--- src/rtl/avalon_pio_pkg.sv ---
// Shared constants for the Avalon-MM PIO slave with edge capture.
package avalon_pio_pkg;

  localparam logic [2:0] ADDR_DATA     = 3'd0;
  localparam logic [2:0] ADDR_IRQ_MASK = 3'd1;
  localparam logic [2:0] ADDR_OUT_RB   = 3'd2;
  localparam logic [2:0] ADDR_EDGE_CAP = 3'd3;
  localparam logic [2:0] ADDR_OUT_SET  = 3'd4;
  localparam logic [2:0] ADDR_OUT_CLR  = 3'd5;

  localparam int EDGE_RISE = 0;
  localparam int EDGE_FALL = 1;
  localparam int EDGE_ANY  = 2;

endpackage

--- src/rtl/pio_sync_edge.sv ---
// Input synchroniser, previous-value register, arming counter
// and per-bit edge detector.
module pio_sync_edge
  import avalon_pio_pkg::*;
#(
  parameter int DATA_W      = 8,
  parameter int SYNC_STAGES = 2,
  parameter int EDGE_TYPE   = EDGE_RISE
) (
  input  logic              clk,
  input  logic              reset,
  input  logic [DATA_W-1:0] in_port,
  output logic [DATA_W-1:0] sync_data,
  output logic [DATA_W-1:0] edge_pulse
);

  localparam logic [2:0] ARM_CYC = 3'(SYNC_STAGES + 1);

  logic [SYNC_STAGES-1:0][DATA_W-1:0] sync_q;
  logic [DATA_W-1:0] prev_q;
  logic [DATA_W-1:0] raw_edge;
  logic [2:0]        arm_cnt;
  logic              armed;

  always_ff @(posedge clk or posedge reset) begin
    if (reset) begin
      sync_q <= '0;
      prev_q <= '0;
    end else begin
      sync_q[0] <= in_port;
      for (int i = 1; i < SYNC_STAGES; i++)
        sync_q[i] <= sync_q[i-1];
      prev_q <= sync_q[SYNC_STAGES-1];
    end
  end

  // Hold off capture until the chain holds real samples
  always_ff @(posedge clk or posedge reset) begin
    if (reset)
      arm_cnt <= '0;
    else if (!armed)
      arm_cnt <= arm_cnt + 3'd1;
  end

  assign armed     = (arm_cnt == ARM_CYC);
  assign sync_data = sync_q[SYNC_STAGES-1];

  always_comb begin
    raw_edge = sync_data & ~prev_q;
    case (EDGE_TYPE)
      EDGE_FALL: raw_edge = ~sync_data & prev_q;
      EDGE_ANY:  raw_edge = sync_data ^ prev_q;
      default:   raw_edge = sync_data & ~prev_q;
    endcase
  end

  assign edge_pulse = armed ? raw_edge : '0;

endmodule

--- src/rtl/avalon_pio_irq.sv ---
// Avalon-MM PIO slave: output register with set/clear, synced
// inputs, edge capture; PIO_IRQ_EN adds IRQ_MASK and irq.
module avalon_pio_irq
  import avalon_pio_pkg::*;
#(
  parameter int               DATA_W      = 8,
  parameter int               SYNC_STAGES = 2,
  parameter int               EDGE_TYPE   = EDGE_RISE,
  parameter logic [DATA_W-1:0] RESET_VALUE = '0
) (
  input  logic              clk,
  input  logic              reset,
  input  logic [2:0]        address,
  input  logic              chipselect,
  input  logic              write_n,
  input  logic [31:0]       writedata,
  output logic [31:0]       readdata,
  input  logic [DATA_W-1:0] in_port,
  output logic [DATA_W-1:0] out_port,
  output logic              irq
);

  logic              wr;
  logic [DATA_W-1:0] wd;
  logic [DATA_W-1:0] sync_data;
  logic [DATA_W-1:0] edge_pulse;
  logic [DATA_W-1:0] out_q, out_d;
  logic [DATA_W-1:0] cap_q, cap_clr;
  logic [DATA_W-1:0] mask_rd;
  logic [DATA_W-1:0] rd_sel;
  logic [31:0]       rd_word;
  logic              unused_wdata;

  assign wr           = chipselect & ~write_n;
  assign wd           = writedata[DATA_W-1:0];
  assign unused_wdata = ^writedata;

  pio_sync_edge #(
    .DATA_W      (DATA_W),
    .SYNC_STAGES (SYNC_STAGES),
    .EDGE_TYPE   (EDGE_TYPE)
  ) u_sync (
    .clk        (clk),
    .reset      (reset),
    .in_port    (in_port),
    .sync_data  (sync_data),
    .edge_pulse (edge_pulse)
  );

  always_comb begin
    out_d = out_q;
    if (wr) begin
      case (address)
        ADDR_DATA:    out_d = wd;
        ADDR_OUT_SET: out_d = out_q | wd;
        ADDR_OUT_CLR: out_d = out_q & ~wd;
        default:      out_d = out_q;
      endcase
    end
  end

  assign cap_clr =
    (wr && address == ADDR_EDGE_CAP) ? wd : '0;

  // New edges win over a same-cycle write-1-clear
  always_ff @(posedge clk or posedge reset) begin
    if (reset) begin
      out_q <= RESET_VALUE;
      cap_q <= '0;
    end else begin
      out_q <= out_d;
      cap_q <= (cap_q & ~cap_clr) | edge_pulse;
    end
  end

`ifdef PIO_IRQ_EN
  logic [DATA_W-1:0] mask_q;

  always_ff @(posedge clk or posedge reset) begin
    if (reset)
      mask_q <= '0;
    else if (wr && address == ADDR_IRQ_MASK)
      mask_q <= wd;
  end

  assign mask_rd = mask_q;
  assign irq     = |(cap_q & mask_q);
`else
  assign mask_rd = '0;
  assign irq     = 1'b0;
`endif

  always_comb begin
    case (address)
      ADDR_DATA:     rd_sel = sync_data;
      ADDR_IRQ_MASK: rd_sel = mask_rd;
      ADDR_OUT_RB:   rd_sel = out_q;
      ADDR_EDGE_CAP: rd_sel = cap_q;
      default:       rd_sel = '0;
    endcase
    rd_word             = '0;
    rd_word[DATA_W-1:0] = rd_sel;
  end

  always_ff @(posedge clk or posedge reset) begin
    if (reset)
      readdata <= '0;
    else
      readdata <= rd_word;
  end

  assign out_port = out_q;

endmodule

--- config.mk ---
export PLATFORM = sky130hd
export DESIGN_NAME = avalon_pio_irq
export DESIGN_NICKNAME = d
export VERILOG_FILES = /design/src/rtl/avalon_pio_pkg.sv /design/src/rtl/pio_sync_edge.sv /design/src/rtl/avalon_pio_irq.sv
export SDC_FILE = /design/constraint.sdc
export NUM_CORES = 1
export LEC_CHECK = 0
export CORE_UTILIZATION = 45
export DETAILED_ROUTE_END_ITERATION = 8
export GPL_TIMING_DRIVEN = 0
export HOLD_SLACK_MARGIN = 0.12
export PLACE_DENSITY_LB_ADDON = 0.1
export SYNTH_ARGS = -nofsm -noshare
export SYNTH_HDL_FRONTEND = slang
export SYNTH_SLANG_ARGS = --single-unit
--- constraint.sdc ---
create_clock -name clk -period 3.65 [get_ports clk]
set_input_delay 0.73 -clock clk [delete_from_list [all_inputs] [get_ports clk]]
set_output_delay 0.73 -clock clk [all_outputs]
set_load 0.02 [all_outputs]
==> out/qor.csv <==
metric,value,unit
status,"complete, but fails checks",
failing checks,design-rule violations,
sequential share of the synthesized area,60.25,%
Core ar.,0.004444,sq mm
worst slew pin tran,0.6641,ns
worst-path fanout max,10,
H-tree level count,2,
"Reg clk slew, reported paths",0.08,ns
Filler cells,380,
post-synth cell types,24,
Max-cap violations,0,
Post-Layout Inst Area,0.002726,sq mm
1st-pass router iterations,6,
met2 Track Usage GR,30.74,%
Mapped Cells,169,
pin count of the biggest net entering global routing,36,
Via-to-Cell Ratio,4.969,
Ys Warns,0,
slew margin rel.,55.56,%
final hold slack,0.3487,ns
Final Max Tran Viols,0,
CP required,3.82,ns
fin crit share,59.57,%
Finished Core Util,61.35,%
CP Capture Type,flip-flop,
Die ar.,0.004986,sq mm
reg2reg path depth,5,
mux contribution to synthesized area,4.784,%
n_diodes,0,
drt initial violations,94,
Global Route met1 Usage,23.61,%
Hold Path Origin,u_sync.sync_q[7],
post-synthesis adder-cell area fraction,1.181,%
Rows,24,
DPL Wire Length,2895,microns
final WL,4224,microns
Final Hold Vio Count,0,
Hold Crit Depth,0,
Leakage Power,1.222,nW
clk sink count,51,
share of cells above drive strength 1,20.76,%
ANT nets after route,0,
placed inst area,0.002654,sq mm
peak supply drop,0.2756,mV
# resized after CTS,0,
hold buffers post-CTS,0,
Ports,88,
Tot GR Track Use,18.73,%
vias in the first global route,1433,
DRC Markers,18,
Post-CTS Setup Bufs,0,
P&R area growth vs syn,28.71,%
Worst Hold Class,reg2reg,
Starting Density,47.66,%
crit path launch type,primary input,
Synth Area in XOR/XNOR,0.4135,%
DR WL/cell,14.67,microns
GR Overflow Total,0,
unrepaired setup endpoints after global routing,false,
Compound-Gate Fraction of Synth Area,11.22,%
Post-synth ARST share,100.0,%
wire length of the first global-routing pass,7010,microns
Clock Skew,0.004180,ns
WS Path Type,in2reg,
synthesized cell area,0.002118,sq mm
DP Worst Slack,1.126,ns
TritonCTS clock tree,yes,
final setup fails,0,
die height,70.61,microns
clock root cell,clkbuf_8,
Synth Register Bits,51,
Pwr Total,1.250,mW
Max Fclk,459.9,MHz
initial antenna violation count,0,
Power Dens Cells,458.4,mW/mm^2
"EDFF count, synth",0,
Worst R2R Start,u_sync.arm_cnt[0],
number of port buffers,36,
Vias,1431,
cell count after placement,282,
Reg-to-Reg End,cap_q[6],
dominant synthesized flop cell,dfrtp_1,
Die X,70.61,microns
CTS Buf Count,5,
GR Util met3,6.268,%
Nets,286,
Most Crowded Layer GR,met2,
final setup TNS,0,ns
Hold EP,u_sync.sync_data[7],
Clock Latency Late Sink,0.29,ns
Critical Path AT,2.35,ns
final worst slack,1.476,ns
post-synthesis simple-gate area fraction,9.923,%
largest family of logic cells by synthesized area,buffers and inverters,
GPL Wtd Cong,0.7324,
min Tclk post-route,2.174,ns
Final Non-Filler Cells,288,
Worst R2R Setup Slack,2.13,ns
Mapped Avg Cell Area,12.53,sq um
Clock Path Buffers,2,
[layout make-up]
| type | instances | area (sq um) | share of cell area [%] |
|---|---|---|---|
| clock buffers | 6 | 72.57 | 2.662 |
| repair buffers | 37 | 380.4 | 13.95 |
| plain buffers | 31 | 239.0 | 8.765 |
| multi-input cells | 108 | 676.9 | 24.83 |
| flip-flops and latches | 51 | 1276 | 46.81 |
| well taps | 52 | 65.06 | 2.386 |
| inverters | 3 | 16.27 | 0.5966 |
[cells in the final DEF (no fill, tap or decap), types with 2 or more instances in the layout]
cell type,netlist,final
dfrtp_1,51,51
clkdlybuf4s50_1,0,36
buf_4,25,25
conb_1,1,25
nand2_1,17,17
o21ai_0,16,16
mux2_2,9,9
nor2_1,9,9
nor4b_1,8,8
a221o_1,8,8
a22oi_1,8,8
clkbuf_8,2,7
clkbuf_1,1,2
ha_1,2,2
[how the worst max path moves through the flow]
stage,startpoint,to,slack (ns),depth (start not counted)
floorplan,reset,cap_q[0],1.69,1
global route,address[0],cap_q[7],1.30,5
detailed placement,address[0],cap_q[2],1.13,5
CTS,address[0],cap_q[2],1.44,5
global placement,reset,u_sync.sync_q[5],0.86,2
finish,address[0],cap_q[2],1.48,5
[per-layer routing]
layer / vias up / share of wire, %
met1: 680 / 42
met4: 0 / 1.2
met2: 68 / 48
li1: 678 / -
met5: - / 0
met3: 5 / 9.2
[registers in the layout, indices dropped and copies added (netlist names)]
| register | count |
|---|---|
| cap_q | 8 |
| out_port | 8 |
| readdata | 8 |
| u_sync.prev_q | 8 |
| u_sync.sync_data | 8 |
| u_sync.sync_q | 8 |
| u_sync.arm_cnt | 3 |
[power by group]
part           leakage [nW]  internal [mW]  switching [mW]
combinational         0.603          0.159           0.142
clock                0.0371          0.128           0.164
sequential            0.582          0.616          0.0398
total                  1.22          0.904           0.346
[critical path, cell delays in order]
cell             delay, ns
clkdlybuf4s50_1       0.54
buf_2                 0.30
nand4bb_1             0.39
o21ai_0               0.27
o21ai_0               0.12
[synthesized netlist by cell type, types with 2 or more instances]
library cell | count | area [sq um]
nor4b_1 | 8 | 70.07
o21ai_0 | 16 | 80.08
inv_1 | 2 | 7.510
a221o_1 | 8 | 80.08
a22oi_1 | 8 | 60.06
nand2_1 | 17 | 63.81
mux2_2 | 9 | 101.4
ha_1 | 2 | 25.02
clkbuf_8 | 2 | 27.53
buf_4 | 25 | 187.7
dfrtp_1 | 51 | 1276
nor2_1 | 9 | 33.78
[cells by family (layout without fill, tap and decap cells)]
kind of cell               after synthesis  in the layout
DFF                                     51             51
and+or+nand+nor                         38             38
buffers and inverters                   34             77
AOI/OAI and AO/OA                       33             33
muxes                                    9              9
adders and majority gates                2              2
other                                    1             25
xor gates and xnor gates                 1              1
(Power assumes the default switching activity.)
==> variant 1, RTL diff (config.mk and constraints unchanged) <==
`DATA_W` is set to 8 in 2 places; all go to 10.
--- a/src/rtl/pio_sync_edge.sv
+++ b/src/rtl/pio_sync_edge.sv
@@ -5,3 +5,3 @@
 #(
-  parameter int DATA_W      = 8,
+  parameter int DATA_W      = 10,
   parameter int SYNC_STAGES = 2,
--- a/src/rtl/avalon_pio_irq.sv
+++ b/src/rtl/avalon_pio_irq.sv
@@ -5,3 +5,3 @@
 #(
-  parameter int               DATA_W      = 8,
+  parameter int               DATA_W      = 10,
   parameter int               SYNC_STAGES = 2,
Ports: changed (resized in_port and out_port); port bits go from 88 to 92. No check against the original RTL was run, so the function may have changed too.
==> variant 1 against the original RTL <==
  * Sequential cell count is 12 higher
  * Setup slack better by 90 ps
  * Sequential share of layout area down 0.30 points
  * Via count grew 22%
  * Synthesized area rose by 20%
  * First-iteration DRC count is 27% higher
  * Combinational power decreased by 13%
  * Register-to-register slack improved by 170 ps
  * Power is 34% higher
  * Design area increased by 24%
  * Wire length grew 23%
  * Global-route usage grew 1.1 points
  * Worst hold slack better by 1.9 ps
==> variant 1: results (changes against the original RTL) <==
| Metric | Value |
|---|---|
| Layout cell share with drive strength beyond 1 | `17.5% (was 20.8%)` |
| Run status | `finished clean (was finished with violations)` |
| Net switching power of the design | `0.416 mW (was 0.346 mW)` |
| Per-instance average area after synthesis | `12.0 µm² (was 12.5 µm²)` |
| Quantity of I/O buffers inserted on ports | `46 (was 36)` |
| Sequential cell count | `63 (was 51)` |
| First-pass GRT wire length | `8.68 mm (was 7.01 mm)` |
| Kind of end point of the critical path | `output port (was flip-flop)` |
| Final #Nets | `343 (was 286)` |
| Clock insertion delay at the later pin of the skew report | `340 ps (was 290 ps)` |
| Clk tree area frac | `6.05% (was 2.66%)` |
| Layout overhead on the synthesized area | `33.8% (was 28.7%)` |
| WP data arrival | `1350 ps (was 2350 ps)` |
| Count of placed standard cells in the final layout, fillers left out | `367 (was 288)` |
| Minimum setup slack among reg-to-reg paths | `2300 ps (was 2130 ps)` |
| Power Combinational | `0.262 mW (was 0.301 mW)` |
| Highest fanout seen on the critical path | `3 (was 10)` |
| M3 GR Usage | `5.12% (was 6.27%)` |
| Signal buf overhead | `21.5% (was 22.7%)` |
| Total iterations of the first detailed-routing run | `4 (was 6)` |
| Final Skew | `11.4 ps (was 4.18 ps)` |
| Path depth of the worst reg2reg path | `4 (was 5)` |
| Met1 demand-to-capacity share in global routing | `25.1% (was 23.6%)` |
| Share of synthesized area occupied by flip-flops and latches | `62.2% (was 60.2%)` |
| Pre-CTS setup slack | `1360 ps (was 1130 ps)` |
| Slowest stage delay, CP | `620 ps (was 540 ps)` |
| Leakage power | `1.54 nW (was 1.22 nW)` |
| Buffer count excluding the clock tree in the final layout | `82 (was 68)` |
variant 1: changes by cell type after synthesis, sizes merged, moves of 6 or more:
| cell | delta |
|---|---|
| a221o | -8 |
| buf | +6 |
| nor4b | -8 |
| dfrtp | +12 |
| nor2 | -9 |
| o221ai | +10 |
| a22o | +10 |
| nand2 | +23 |
| a22oi | -8 |
| a21oi | +10 |
variant 1: logic make-up (layout without fill, tap and decap cells):
logic type               Yosys count  in the layout  synth area share [%]
other                              1             23                 0.148
XOR/XNOR                           1              1                 0.346
adder cells (fa/ha/maj)            2              2                 0.987
AND/OR/NAND/NOR                   48             48                  8.49
multiplexers                      12             12                  5.28
AO/OA/AOI/OAI                     47             47                  12.2
flip-flops                        63             63                  62.2
buffers and inverters             38            101                  10.3
variant 1: routing by layer:
| layer | wire, µm | vias to the layer above |
|---|---|---|
| li1 | - | 846 |
| met1 | 2300 | 830 |
| met2 | 2530 | 58 |
| met3 | 254 | 10 |
| met4 | 116 | 0 |
| met5 | 0 | - |
==> variant 2, RTL diff (config.mk and constraints unchanged) <==
Made on the original files. Put one more register stage on the output `readdata`, cleared by the reset. The value now appears one clock later. The other outputs are not delayed to match.
--- a/src/rtl/avalon_pio_irq.sv
+++ b/src/rtl/avalon_pio_irq.sv
@@ -21,2 +21,4 @@
 );
+
+  logic [31:0] readdata_s0;
 
@@ -106,5 +108,5 @@
     if (reset)
-      readdata <= '0;
+      readdata_s0 <= '0;
     else
-      readdata <= rd_word;
+      readdata_s0 <= rd_word;
   end
@@ -113,2 +115,10 @@
 
+  always_ff @(posedge clk or posedge reset) begin
+    if (reset) begin
+      readdata <= '0;
+    end else begin
+      readdata <= readdata_s0;
+    end
+  end
+
 endmodule
Formal check against the unedited RTL: not equivalent (a bounded check fails within 4 cycles, from zero or initial values and one cycle with reset high).
==> variant 2 against the original RTL <==
  * Setup slack better by 88 ps
  * Worst hold slack got worse by 2.1 ps
  * Count of clock-buffer cells in the layout is 9 higher
  * Sequential power up 14%
  * Maximum frequency increased by 4.2%
  * Design area is 14% higher
  * Non-clock buffer count grew 2
  * Synthesized area up 10%
  * Power grew 32%
  * Via count increased by 5.1%
  * Sequential cell count rose by 8
  * Wire length up 1.8%
  * Critical endpoint is now out_port[2]
  * Largest power group unchanged
==> variant 2: results (changes against the original RTL) <==
| Metric | Value |
|---|---|
| Run status | `finished clean (was finished with violations)` |
| Layout cell share with drive strength beyond 1 | `23.5% (was 20.8%)` |
| WP data arrival | `1360 ps (was 2350 ps)` |
| Met1 demand-to-capacity share in global routing | `25.6% (was 23.6%)` |
| Met2 usage in global routing | `26.1% (was 30.7%)` |
| Share of power burned in combinational logic | `18.1% (was 24.1%)` |
| Total Wirelength | `4.30 mm (was 4.22 mm)` |
| Post-placement cell area | `2900 µm² (was 2650 µm²)` |
| Total iterations of the first detailed-routing run | `4 (was 6)` |
| Sum of net half-perimeters after detailed placement | `2.80 mm (was 2.90 mm)` |
| Buffer count excluding the clock tree in the final layout | `70 (was 68)` |
| Clk tree area frac | `6.65% (was 2.66%)` |
| Syn Std Cell Area | `2330 µm² (was 2120 µm²)` |
| # clk buffers | `15 (was 6)` |
| Clock insertion delay at the later pin of the skew report | `330 ps (was 290 ps)` |
| Count of fill cells added during filler insertion | `378 (was 380)` |
| Final Skew | `3.07 ps (was 4.18 ps)` |
| Sequential Power | `0.751 mW (was 0.656 mW)` |
| Signal buf overhead | `20.0% (was 22.7%)` |
| Count of placed standard cells in the final layout, fillers left out | `331 (was 288)` |
| M3 GR Usage | `7.86% (was 6.27%)` |
| First-iteration detailed-routing DRC count | `83 (was 94)` |
| Actual slew at the worst max-slew pin | `586 ps (was 664 ps)` |
| Multi-input combinational area share | `22.7% (was 24.8%)` |
| Top post-synthesis cells by area | `sky130_fd_sc_hd__dfrtp_1 63%, sky130_fd_sc_hd__buf_4 8.4%, sky130_fd_sc_hd__nand2_1 5.3%, sky130_fd_sc_hd__mux2_2 4.3%, sky130_fd_sc_hd__a221o_1 3.4% (was sky130_fd_sc_hd__dfrtp_1 60%, sky130_fd_sc_hd__buf_4 8.9%, sky130_fd_sc_hd__mux2_2 4.8%, sky130_fd_sc_hd__a221o_1 3.8%, sky130_fd_sc_hd__o21ai_0 3.8%)` |
==> variant 2: cell count changes in the layout (fill, tap and decap cells not counted), sizes merged, moves of 8 or more <==
cell    unedited run  this run
nand2             17        33
clkbuf             9        18
nor2               9         0
a21oi              0         8
a22oi              8         0
dfrtp             51        59
nor4b              8         0
==> variant 2: final timing paths <==
check / from / endpoint / cells past startpoint
min reg2reg: readdata_s0[7] / readdata[7] / 0
min: readdata_s0[7] / readdata[7] / 0
max: out_port[2] / out_port[2] / 1
max reg2reg: u_sync.arm_cnt[0] / cap_q[3] / 5
max in group asynchronous: reset / out_port[4] / 3
min in group asynchronous: reset / u_sync.prev_q[1] / 2
==> variant 2: logic make-up (layout without fill, tap and decap cells) <==
logic type                 Yosys count  after routing  synth area share (%)
AOI/OAI and AO/OA                   33             33                  8.95
xor gates and xnor gates             1              1                 0.375
adders and majority gates            2              2                  1.07
buffers and inverters               35             89                  10.4
DFF                                 59             59                  63.3
muxes                                9              9                  4.34
other                                1             25                 0.161
and+or+nand+nor                     46             46                  11.4
